<file path="src/rtl/id_ex_stage.sv">
// ============================================================================
// Module      : id_ex_stage
// Description : ID/EX pipeline register with ALU-op decode, EX/MEM and MEM/WB
//               operand forwarding, and load-use hazard detection.
// Revision    : 1.0 - initial release
// ============================================================================
`default_nettype none

module id_ex_stage #(
    parameter int DATA_W = 32,
    parameter int REG_W  = 5
) (
    input  logic              clk,
    input  logic              rst,
    input  logic              stall,
    input  logic              flush,
    input  logic              id_valid,
    input  logic [DATA_W-1:0] id_rs_data,
    input  logic [DATA_W-1:0] id_rt_data,
    input  logic [DATA_W-1:0] id_imm,
    input  logic [REG_W-1:0]  id_rs,
    input  logic [REG_W-1:0]  id_rt,
    input  logic [REG_W-1:0]  id_rd,
    input  logic [1:0]        id_alu_class,
    input  logic [5:0]        id_funct,
    input  logic              id_alu_src,
    input  logic              id_reg_dst,
    input  logic              id_reg_write,
    input  logic              id_mem_read,
    input  logic              id_mem_write,
    input  logic              id_mem_to_reg,
    input  logic              id_branch,
    input  logic              exmem_reg_write,
    input  logic [REG_W-1:0]  exmem_rd,
    input  logic [DATA_W-1:0] exmem_result,
    input  logic              memwb_reg_write,
    input  logic [REG_W-1:0]  memwb_rd,
    input  logic [DATA_W-1:0] memwb_result,
    output logic [DATA_W-1:0] alu_a,
    output logic [DATA_W-1:0] alu_b,
    output logic [3:0]        alu_op,
    output logic [DATA_W-1:0] store_data,
    output logic              ex_valid,
    output logic [REG_W-1:0]  ex_write_reg,
    output logic              ex_reg_write,
    output logic              ex_mem_read,
    output logic              ex_mem_write,
    output logic              ex_mem_to_reg,
    output logic              ex_branch,
    output logic              ex_illegal,
    output logic              load_use_hazard
);

    localparam logic [3:0] c_alu_and = 4'b0000;
    localparam logic [3:0] c_alu_or  = 4'b0001;
    localparam logic [3:0] c_alu_add = 4'b0010;
    localparam logic [3:0] c_alu_cmp = 4'b0101;
    localparam logic [3:0] c_alu_sub = 4'b0110;
    localparam logic [3:0] c_alu_slt = 4'b0111;
    localparam logic [3:0] c_alu_nor = 4'b1100;

    logic              r_valid;
    logic              r_reg_write;
    logic              r_mem_read;
    logic              r_mem_write;
    logic              r_mem_to_reg;
    logic              r_branch;
    logic              r_alu_src;
    logic              r_illegal;
    logic [3:0]        r_alu_op;
    logic [REG_W-1:0]  r_write_reg;
    logic [REG_W-1:0]  r_rs;
    logic [REG_W-1:0]  r_rt;
    logic [DATA_W-1:0] r_rs_data;
    logic [DATA_W-1:0] r_rt_data;
    logic [DATA_W-1:0] r_imm;

    logic [3:0]        w_alu_op;
    logic              w_illegal;
    logic [DATA_W-1:0] w_fwd_rs;
    logic [DATA_W-1:0] w_fwd_rt;

    always_comb begin
        w_alu_op  = c_alu_add;
        w_illegal = 1'b0;
        case (id_alu_class)
            2'b00:   w_alu_op = c_alu_add;
            2'b01:   w_alu_op = c_alu_cmp;
            2'b11:   w_alu_op = c_alu_or;
            default: begin
                case (id_funct)
                    6'b100000: w_alu_op = c_alu_add;
                    6'b100010: w_alu_op = c_alu_sub;
                    6'b100100: w_alu_op = c_alu_and;
                    6'b100101: w_alu_op = c_alu_or;
                    6'b100111: w_alu_op = c_alu_nor;
                    6'b101010: w_alu_op = c_alu_slt;
                    default: begin
                        w_alu_op  = c_alu_add;
                        w_illegal = 1'b1;
                    end
                endcase
            end
        endcase
    end

    // An invalid ID slot is captured exactly like a flush bubble.
    always_ff @(posedge clk) begin
        if (rst || flush || (!stall && !id_valid)) begin
            r_valid      <= 1'b0;
            r_reg_write  <= 1'b0;
            r_mem_read   <= 1'b0;
            r_mem_write  <= 1'b0;
            r_mem_to_reg <= 1'b0;
            r_branch     <= 1'b0;
            r_alu_src    <= 1'b0;
            r_illegal    <= 1'b0;
            r_alu_op     <= 4'b0000;
            r_write_reg  <= '0;
            r_rs         <= '0;
            r_rt         <= '0;
            r_rs_data    <= '0;
            r_rt_data    <= '0;
            r_imm        <= '0;
        end else if (!stall) begin
            r_valid      <= 1'b1;
            r_reg_write  <= id_reg_write;
            r_mem_read   <= id_mem_read;
            r_mem_write  <= id_mem_write;
            r_mem_to_reg <= id_mem_to_reg;
            r_branch     <= id_branch;
            r_alu_src    <= id_alu_src;
            r_illegal    <= w_illegal;
            r_alu_op     <= w_alu_op;
            r_write_reg  <= id_reg_dst ? id_rd : id_rt;
            r_rs         <= id_rs;
            r_rt         <= id_rt;
            r_rs_data    <= id_rs_data;
            r_rt_data    <= id_rt_data;
            r_imm        <= id_imm;
        end
    end

    // The younger EX/MEM result shadows MEM/WB; register 0 always reads its own data.
    function automatic logic [DATA_W-1:0] fwd_sel(
        input logic [REG_W-1:0]  idx,
        input logic [DATA_W-1:0] reg_val,
        input logic              em_we,
        input logic [REG_W-1:0]  em_rd,
        input logic [DATA_W-1:0] em_val,
        input logic              mw_we,
        input logic [REG_W-1:0]  mw_rd,
        input logic [DATA_W-1:0] mw_val
    );
        if (em_we && (em_rd != '0) && (em_rd == idx))
            return em_val;
        else if (mw_we && (mw_rd != '0) && (mw_rd == idx))
            return mw_val;
        else
            return reg_val;
    endfunction

    assign w_fwd_rs = fwd_sel(r_rs, r_rs_data, exmem_reg_write, exmem_rd, exmem_result,
                              memwb_reg_write, memwb_rd, memwb_result);
    assign w_fwd_rt = fwd_sel(r_rt, r_rt_data, exmem_reg_write, exmem_rd, exmem_result,
                              memwb_reg_write, memwb_rd, memwb_result);

    assign alu_a         = w_fwd_rs;
    assign store_data    = w_fwd_rt;
    assign alu_b         = r_alu_src ? r_imm : w_fwd_rt;
    assign alu_op        = r_alu_op;
    assign ex_valid      = r_valid;
    assign ex_write_reg  = r_write_reg;
    assign ex_reg_write  = r_reg_write;
    assign ex_mem_read   = r_mem_read;
    assign ex_mem_write  = r_mem_write;
    assign ex_mem_to_reg = r_mem_to_reg;
    assign ex_branch     = r_branch;
    assign ex_illegal    = r_illegal;

    assign load_use_hazard = r_valid & r_mem_read & (r_write_reg != '0) &
                             ((r_write_reg == id_rs) | (r_write_reg == id_rt));

endmodule

`default_nettype wire

</file>
<file path="config.mk">
export PLATFORM = sky130hd
export DESIGN_NAME = id_ex_stage
export DESIGN_NICKNAME = d
export VERILOG_FILES = /design/src/rtl/id_ex_stage.sv
export SDC_FILE = /design/constraint.sdc
export NUM_CORES = 1
export LEC_CHECK = 0
export BUFFER_PORTS_ARGS = -buffer_cell sky130_fd_sc_hd__buf_4
export CORE_MARGIN = 4
export CORE_UTILIZATION = 40
export DETAILED_ROUTE_END_ITERATION = 10
export GPL_ROUTABILITY_DRIVEN = 0
export PLACE_DENSITY = 0.8
export SETUP_SLACK_MARGIN = 0.4
export SLEW_MARGIN = 0
export SYNTH_ARGS = -nofsm -noshare
export SYNTH_HDL_FRONTEND = slang
export SYNTH_SLANG_ARGS = --single-unit
</file>
<file path="constraint.sdc">
create_clock -name clk -period 2.2 [get_ports clk]
set_clock_uncertainty 0.2 [all_clocks]
set_input_delay 0.33 -clock clk [delete_from_list [all_inputs] [get_ports clk]]
set_output_delay 0.33 -clock clk [all_outputs]
set_load 0.005 [all_outputs]
</file>
-- Word-level counts from Yosys, hierarchy flattened
Index checks and enable logic that the tools add are counted.
- register bits after elaboration: 123
- output and inout bits: 113
- eq/ne operators: 14
- muxes and demuxes: 10
- bitwise gates (word level): 4
- reduce and logical (&&, ||, !) cells: 17
- operator list (cell ; number):
    $mux 32 ; 5
    $eq 6x6->1 const B ; 6
    $eq 5x5->1 ; 6
    $pmux 4 s5 ; 1
    $reduce_bool 5->1 ; 3
    $pmux 4 s3 ; 1
    $logic_and 1x1->1 ; 7
    $reduce_or 6->1 ; 1
    $mux 5 ; 1
    $and 1x1->1 ; 3
    $reduce_or 3->1 ; 1
    $eq 2x1->1 const B ; 1
    $eq 2x2->1 const B ; 1
    $logic_not 1->1 ; 2
    $logic_not 2->1 ; 1
    $logic_or 1x1->1 ; 2
    $mux 1 ; 2
    $or 1x1->1 ; 1

-- Longest topological paths before layout
Gate-level depths: netlist (run 1).
- depth in word-level cells: 6
- mapped depth: 7
- gate-level depth less buffers: 5

-- Least setup slack after synthesis (run 1)
Ideal clock, no wire load.
- path type: input-to-output
- from: in exmem_rd[1]
- to: out alu_b[10]
- arrival: 1.870 ns
- data required time: 1.670 ns
- slack: -0.200 ns
- stages on the path: 7
- buffers on the path: 2
- path through: or4_4 o211ai_4 or2_1 buf_6 buf_12 a31oi_4 mux2_2
- longest elaborated chain between the ends: 5
- elaborated cells on any way between the ends: 6
- RTL lines (what ; RTL line ; text):
    start, declared ; 34 ; input logic [REG_W-1:0] exmem_rd,
    $reduce_bool 5->1 ; 155 ; if (em_we && (em_rd != '0) && (em_rd == idx))
    $logic_and 1x1->1 ; 155 ;
    $logic_and 1x1->1 (*) ; 155 ;
    $mux 32 (*) ; 155 ;
    net store_data[10] ; 42 ; output logic [DATA_W-1:0] store_data,
    $mux 32 (*) ; 170 ; assign alu_b = r_alu_src ? r_imm : w_fwd_rt;
    end, declared ; 40 ; output logic [DATA_W-1:0] alu_b,
Mark *: on every way through the listed nets, which the timed path passes. The rest lies on a longest branch.

-- Worst setup path in the final report (run 1)
- from: reg r_rs[0]
- to: out alu_a[16]
- longest elaborated chain between the ends: 4
- elaborated cells on any way between the ends: 6
- RTL lines (what ; RTL line ; text):
    start, declared ; 72 ; logic [REG_W-1:0] r_rs;
    start signal, assigned ; 136 ; r_rs <= id_rs;
    $eq 5x5->1 ; 157 ; else if (mw_we && (mw_rd != '0) && (mw_rd == idx))
    $logic_and 1x1->1 ; 157 ;
    $mux 32 ; 157 ;
    $mux 32 (*) ; 155 ;
    end, declared ; 39 ; output logic [DATA_W-1:0] alu_a,
Mark *: on every way between the ends. The rest lies on a longest branch, timed or not.

==> summary.txt, run 1 <==
Synthesis
  • Dominant synthesized flop cell: dfxtp_1
  • Async SR Flop Fraction: 0%
  • Top post-synthesis cells by area: dfxtp_1 (34%), mux2i_1 (20%), a31oi_4 (8.8%)
  • Synth top area share: 33.8%
  • Cells after Synth: 807
  • Post-synth top cells: nor2_1 (160), mux2i_1 (149), dfxtp_1 (123)
  • Synth Register Bits: 123
  • Most frequent cell after synthesis: nor2_1
  • Register area share after synthesis: 33.8%
  • Library cells used by synthesis: 39
  • Syn nets: 1014
  • EDFF count, synth: 0
  • Syn_area_per_cell: 9.03 µm²
  • Mapped cell area: 7290 µm²
  • Syn. warnings: 0
  • Cell taking the most area after synthesis: dfxtp_1

CTS
  • Clk_lat worst skew: 0.42 ns
  • Clock transition at path regs: 0.06 ns
  • Num CTS Buffers: 17
  • TritonCTS clock tree: yes
  • H-tree depth: 4
  • Max Root-Sink Buffers: 2
  • Clock Sinks: 123
  • Clock root cell: clkbuf_16

STA
  • PnR worst setup slack: -0.756 ns
  • Slew margin rel.: 64.5%
  • Fmax: 338 MHz
  • Final Hold Fails: 0
  • Setup TNS: -58.67 ns
  • Hold Slack: 0.0435 ns
  • Max Slew Vio Count: 0
  • Actual slew at the worst max-slew pin: 0.533 ns
  • RSZ-0062 raised after global routing: yes
  • Min cycle time layout: 2.96 ns
  • Crit share post-route: 134%
  • Final Setup Violations: 97

Placement
  • Hpwl dp: 19300 µm
  • Dpl cells: 1371
  • Port Buffers: 319
  • Area after DPL: 10500 µm²

Setup path
  • Crit path kind: reg -> out
  • Reg2reg setup slack: 1.18 ns
  • Max FO, Critical Path: 5
  • R2R Path Start: ex_write_reg[1]$_SDFFE_PP0N_
  • WP data arrival: 2.43 ns
  • Cell count of the worst reg-to-reg path: 3
  • CP Launch Point: r_rs[0]$_SDFFE_PP0N_
  • R2r endpoint: ex_write_reg[1]$_SDFFE_PP0N_
  • Critical Path RT: 1.67 ns
  • End point of the critical path: alu_a[16]
  • Setup crit end kind: output pin
  • CP startpoint kind: flip-flop

Final layout
  • Nets: 1513
  • Share of cells above drive strength 1: 49.9%
  • Top Registers: r_imm: 32 flops, r_rs_data: 32 flops, r_rt_data: 32 flops
  • FF+latch area: 2490 µm²
  • Final non-filler cell total: 1549
  • FILL cells: 1012
  • Final Instance Area: 14000 µm²
  • Area grow syn2layout: 91.9%
  • Area of the multi-input gates: 5140 µm²

Floorplanning
  • Die area: 20500 µm²
  • Row cnt: 49
  • Width of the chip: 143 µm
  • Core area: 18000 µm²
  • Initial core utilization: 40.6%
  • Io pins: 320
  • Die Ht: 143 µm

Power and ir drop
  • Cell Pwr Density: 519 nW/µm²
  • Maximum vdd drop: 0.000540 V
  • Cell leakage power: 6.13 nW
  • Total power: 7.27 mW

Global routing
  • Pin count of the biggest net entering global routing: 61
  • Total track usage: 31.0%
  • Initial antenna violation count: 1
  • Total grt overflow: 0
  • Number of global-route vias before repair: 8947
  • First-pass GRT wire length: 49200 µm

Drt
  • Post-DRT Antenna Nets: 0
  • Drt total wl: 36300 µm
  • DR iter-0 viols: 438
  • DRC errors left: 0
  • WL/cell: 23.5 µm
  • Vias per cell: 5.56
  • Drt pass-1 iters: 5
  • Vias: 8611

Hold path
  • Hold Path Stages: 3
  • Hold Path Class: in -> reg
  • Hold path startpoint: id_alu_class[0]

Outcome
  • Failing checks: negative setup slack
  • Status: finished with violations

Flow run
  • Max Cap Viol: 0
## power breakdown
part	total [mW]	switching [mW]	internal, mW
Sequential	2.34	0.0516	2.29
Combinational	1.63	0.699	0.933
Clock	3.30	1.13	2.16
Total	7.27	1.89	5.38
## cells by family (layout without fill, tap and decap cells)
logic type	count (synthesis)	count (layout)	synth area share [%]
and+or+nand+nor	254	254	15.7
xor gates and xnor gates	30	30	3.60
buffers and inverters	102	614	6.18
other	0	1	0
muxes	181	181	25.4
DFF	123	123	33.8
AOI/OAI and AO/OA	117	117	15.3
## per-stage QoR
step                worst slack, ns  util (%)
floorplan                    -0.200         -
global placement             -0.459      58.5
detailed placement           -0.519      58.5
CTS                          -0.633      73.8
global route                 -0.833      77.9
finish                       -0.756      77.9
## layout make-up
cell class	count	area share [%]
diodes	1	0.0179
clock buffers	18	3.14
clock inverters	14	1.74
inverters	37	0.993
multi-input cells	582	36.7
flip-flops and latches	123	17.8
well taps	229	2.05
repair buffers	545	37.5
## placed cells by master, fill, tap and decap left out, drive strengths merged, types with 2 or more instances in the layout
cell / Yosys / final
a211oi: 2 / 2
a21oi: 42 / 42
a31oi: 33 / 33
buf: 28 / 429
bufinv: 0 / 6
clkbuf: 37 / 22
clkinv: 0 / 4
clkinvlp: 0 / 3
dfxtp: 123 / 123
dlygate4sd3: 0 / 112
inv: 37 / 38
mux2: 32 / 32
mux2i: 149 / 149
nand2: 3 / 3
nand3: 3 / 3
nand4: 4 / 4
nor2: 160 / 160
nor2b: 2 / 2
nor3: 39 / 39
nor4b: 2 / 2
o211ai: 2 / 2
o21ai: 34 / 34
or3: 33 / 33
or4: 4 / 4
xnor2: 21 / 21
xor2: 9 / 9
## timing repair
action | CTS | global route
cloned | 8 | 6
endpoints found under the setup margin | 97 | 97
buffers inserted | 14 | 5
hold buffers | 112 | 0
resized for setup | 139 | 154
pin swaps | 37 | 43
hold endpoints to repair | 112 | 0
## how the worst min path moves through the flow
stage                                endpoint
detailed placement    ex_illegal$_SDFFE_PP0N_
finish                ex_illegal$_SDFFE_PP0N_
CTS                   ex_illegal$_SDFFE_PP0N_
floorplan           r_rt_data[0]$_SDFFE_PP0N_
global route          ex_illegal$_SDFFE_PP0N_
global placement      ex_illegal$_SDFFE_PP0N_
## critical path, stage by stage (launching register included)
cell	delay, ns
dfxtp_2	0.33
buf_6	0.12
xnor2_2	0.11
nand4_1	0.16
a211oi_4	0.28
buf_12	0.16
buf_8	0.11
buf_12	0.10
buf_16	0.13
mux2i_4	0.26
a21oi_2	0.09
buf_4	0.15
## per-layer routing
layer / wire length [µm] / global-route usage, %
met4: 2260 / 17.2
met1: 12900 / 34.2
met5: 0 / 0
met3: 2700 / 6.73
met2: 18500 / 55.1
Power figures use the tool's default switching activity.
==> inputs of run 2 (changes only) <==
--- a/config.mk
+++ b/config.mk
@@ -7,10 +7,11 @@
 export LEC_CHECK = 0
 export BUFFER_PORTS_ARGS = -buffer_cell sky130_fd_sc_hd__buf_4
 export CORE_MARGIN = 4
-export CORE_UTILIZATION = 40
+export CORE_UTILIZATION = 44
 export DETAILED_ROUTE_END_ITERATION = 10
 export GPL_ROUTABILITY_DRIVEN = 0
-export PLACE_DENSITY = 0.8
+export GPL_TIMING_DRIVEN = 0
+export PLACE_DENSITY = 0.86
 export SETUP_SLACK_MARGIN = 0.4
 export SLEW_MARGIN = 0
 export SYNTH_ARGS = -nofsm -noshare
==> summary.txt, run 2 (synthesized netlist as in run 1, its figures left out) <==
CTS
  • H-tree depth: 4 (unchanged)
  • Num CTS Buffers: 17 (unchanged)
  • TritonCTS clock tree: yes (unchanged)
  • Clock transition at path regs: 0.06 ns (about the same)
  • Max Root-Sink Buffers: 2 (unchanged)
  • Clock Sinks: 123 (unchanged)
  • Clk_lat worst skew: 0.42 ns (about the same)
  • Clock root cell: clkbuf_16 (unchanged)

Placement
  • Hpwl dp: 20900 µm (was 19300 µm)
  • Pre-CTS WS: -0.833 ns (was -0.519 ns)
  • Port Buffers: 317 (was 319)

STA
  • Final Setup Violations: 97 (unchanged)
  • Fmax: 326 MHz (was 338 MHz)
  • Max Slew Vio Count: 0 (unchanged)
  • RSZ-0062 raised after global routing: yes (unchanged)
  • Crit share post-route: 139% (was 134%)
  • PnR worst setup slack: -0.867 ns (was -0.756 ns)
  • Min cycle time layout: 3.07 ns (was 2.96 ns)
  • Slew margin rel.: 28.2% (was 64.5%)
  • Final Hold Fails: 0 (unchanged)
  • Actual slew at the worst max-slew pin: 1.08 ns (was 0.533 ns)

Drt
  • DR iter-0 viols: 691 (was 438)
  • Vias: 9030 (was 8611)
  • DRC errors left: 0 (unchanged)
  • Vias per cell: 5.93 (was 5.56)
  • WL/cell: 26.5 µm (was 23.5 µm)
  • Post-DRT Antenna Nets: 0 (unchanged)
  • Drt total wl: 40300 µm (was 36300 µm)
  • Drt pass-1 iters: 7 (was 5)

Global routing
  • Pin count of the biggest net entering global routing: 17 (was 61)
  • Initial antenna violation count: 2 (was 1)
  • Total track usage: 38.5% (was 31.0%)
  • Number of global-route vias before repair: 9604 (was 8947)
  • Total grt overflow: 0 (unchanged)
  • First-pass GRT wire length: 54400 µm (was 49200 µm)

Outcome
  • Status: finished with violations (unchanged)
  • Failing checks: negative setup slack (unchanged)

Setup path
  • Critical Path RT: 1.67 ns (about the same)
  • Critical-path cell list: clkbuf_1 > clkbuf_1 > mux2_2 > buf_4 (was buf_6 > xnor2_2 > nand4_1 > a211oi_4 > buf_12 > buf_8 > buf_12 > buf_16 > mux2i_4 > a21oi_2 > buf_4)
  • Crit path kind: reg -> out (unchanged)
  • CP Launch Point: r_alu_src$_SDFFE_PP0N_ (was r_rs[0]$_SDFFE_PP0N_)
  • Max FO, Critical Path: 10 (was 5)
  • WP data arrival: 2.54 ns (was 2.43 ns)
  • Most frequent CP cell: clkbuf_1 (was buf_12)
  • R2R Path Start: r_alu_src$_SDFFE_PP0N_ (was ex_write_reg[1]$_SDFFE_PP0N_)
  • CP startpoint kind: flip-flop (unchanged)
  • Setup crit end kind: output pin (unchanged)
  • Peak per-stage delay on the critical path: 0.85 ns (was 0.33 ns)
  • Reg2reg setup slack: 0.49 ns (was 1.18 ns)
  • CP max stage cell: clkbuf_1 (was dfxtp_2)

Power and ir drop
  • Total power: 7.00 mW (was 7.27 mW)
  • Cell Pwr Density: 503 nW/µm² (was 519 nW/µm²)
  • Maximum vdd drop: 0.000630 V (was 0.000540 V)
  • Cell leakage power: 5.94 nW (was 6.13 nW)

Final layout
  • Nets: 1499 (was 1513)
  • FILL cells: 739 (was 1012)
  • Top Registers: r_imm: 32 flops, r_rs_data: 32 flops, r_rt_data: 32 flops (unchanged)
  • Share of cells above drive strength 1: 53.5% (was 49.9%)
  • Commonest non-fill, non-tap cell in the layout: buf_4 (unchanged)
  • Area grow syn2layout: 90.8% (was 91.9%)
  • Most frequent cells in the layout: buf_4 (307), mux2i_1 (132), nor2_1 (131) (was buf_4 (305), nor2_1 (154), mux2i_1 (134))

Hold path
  • Hold path startpoint: id_rt[1] (was id_alu_class[0])
  • Hold Path Class: in -> reg (unchanged)

Floorplanning
  • Core area: 16100 µm² (was 18000 µm²)
  • Die Ht: 137 µm (was 143 µm)
  • Die area: 18700 µm² (was 20500 µm²)
  • Io pins: 320 (unchanged)
  • Initial core utilization: 45.4% (was 40.6%)
  • Row cnt: 46 (was 49)
  • Width of the chip: 137 µm (was 143 µm)

Flow run
  • Max Cap Viol: 0 (unchanged)
-- run 2: cell types whose count changed in the layout (fill, tap and decap cells not counted), moves of 12 or more --
cell	before	now
mux2_4	29	13
mux2_2	3	19
clkbuf_2	0	12
buf_6	93	39
a21oi_1	28	12
a21oi_4	0	16
nor2_4	3	26
clkbuf_1	0	14
buf_2	0	13
o21ai_1	20	2
o21ai_2	4	28
nor2_1	154	131
-- run 2: per-layer routing --
layer  up-vias  share of wire (%)  GRT usage (%)
met5         -                  0              0
met4         0                8.3           24.9
met3       271                8.4           8.75
met2       658                 50           68.9
met1      4313                 33           40.2
li1       3788                  -              -
-- run 2: final cells by class --
class	count	area, µm²	area share [%]
multi-input cells	583	5660	40.7
repair buffers	465	4150	29.9
flip-flops and latches	123	2490	17.9
plain buffers	65	586	4.21
clock buffers	20	437	3.14
well taps	216	270	1.94
clock inverters	12	173	1.24
inverters	37	139	0.998
diodes	1	2.50	0.0180
-- run 2: worst paths after layout --
check	end	cells after the start
max	alu_b[2]	4
min	r_rt[1]$_SDFFE_PP0N_	3
max reg2reg	r_alu_src$_SDFFE_PP0N_	4
min reg2reg	ex_illegal$_SDFFE_PP0N_	2
-- run 2: where the power goes --
| part | internal [mW] | switching [mW] |
|---|---|---|
| clock | 1.89 | 1.11 |
| sequential | 2.29 | 0.0606 |
| combinational | 0.878 | 0.781 |
| total | 5.05 | 1.95 |
-- run 2: per-stage QoR --
stage / hold WS [ns] / cells / cell area [µm²] / setup TNS [ns] / utilization [%]
6_report: 0.00684 / 1522 / 13900 / -58.63 / 86.6
2_1_floorplan: 0.257 / 807 / 7370 / -6.12 / -
3_3_place_gp: 0.249 / 1340 / 10000 / -70.38 / 62.4
5_1_grt: 0.0176 / 1522 / 13900 / -62.71 / 86.6
3_5_place_dp: 0.261 / 1340 / 10000 / -72.80 / 62.4
4_1_cts: 0.00488 / 1517 / 13400 / -54.17 / 83.2
-- run 2: worst max-delay path, delay by kind of cell, from the launching register on --
| family | cells | cell delay, ns |
|---|---|---|
| DFF | 1 | 0.31 |
| muxes | 1 | 0.43 |
| buffers and inverters | 3 | 1.38 |
-- run 2: what timing repair did --
item	CTS	global route
endpoints found under the hold margin	110	0
buffers inserted	21	4
cloned	14	0
pin swaps	36	13
gates resized for setup	321	128
hold buffers	110	0
endpoints found under the setup margin	180	121
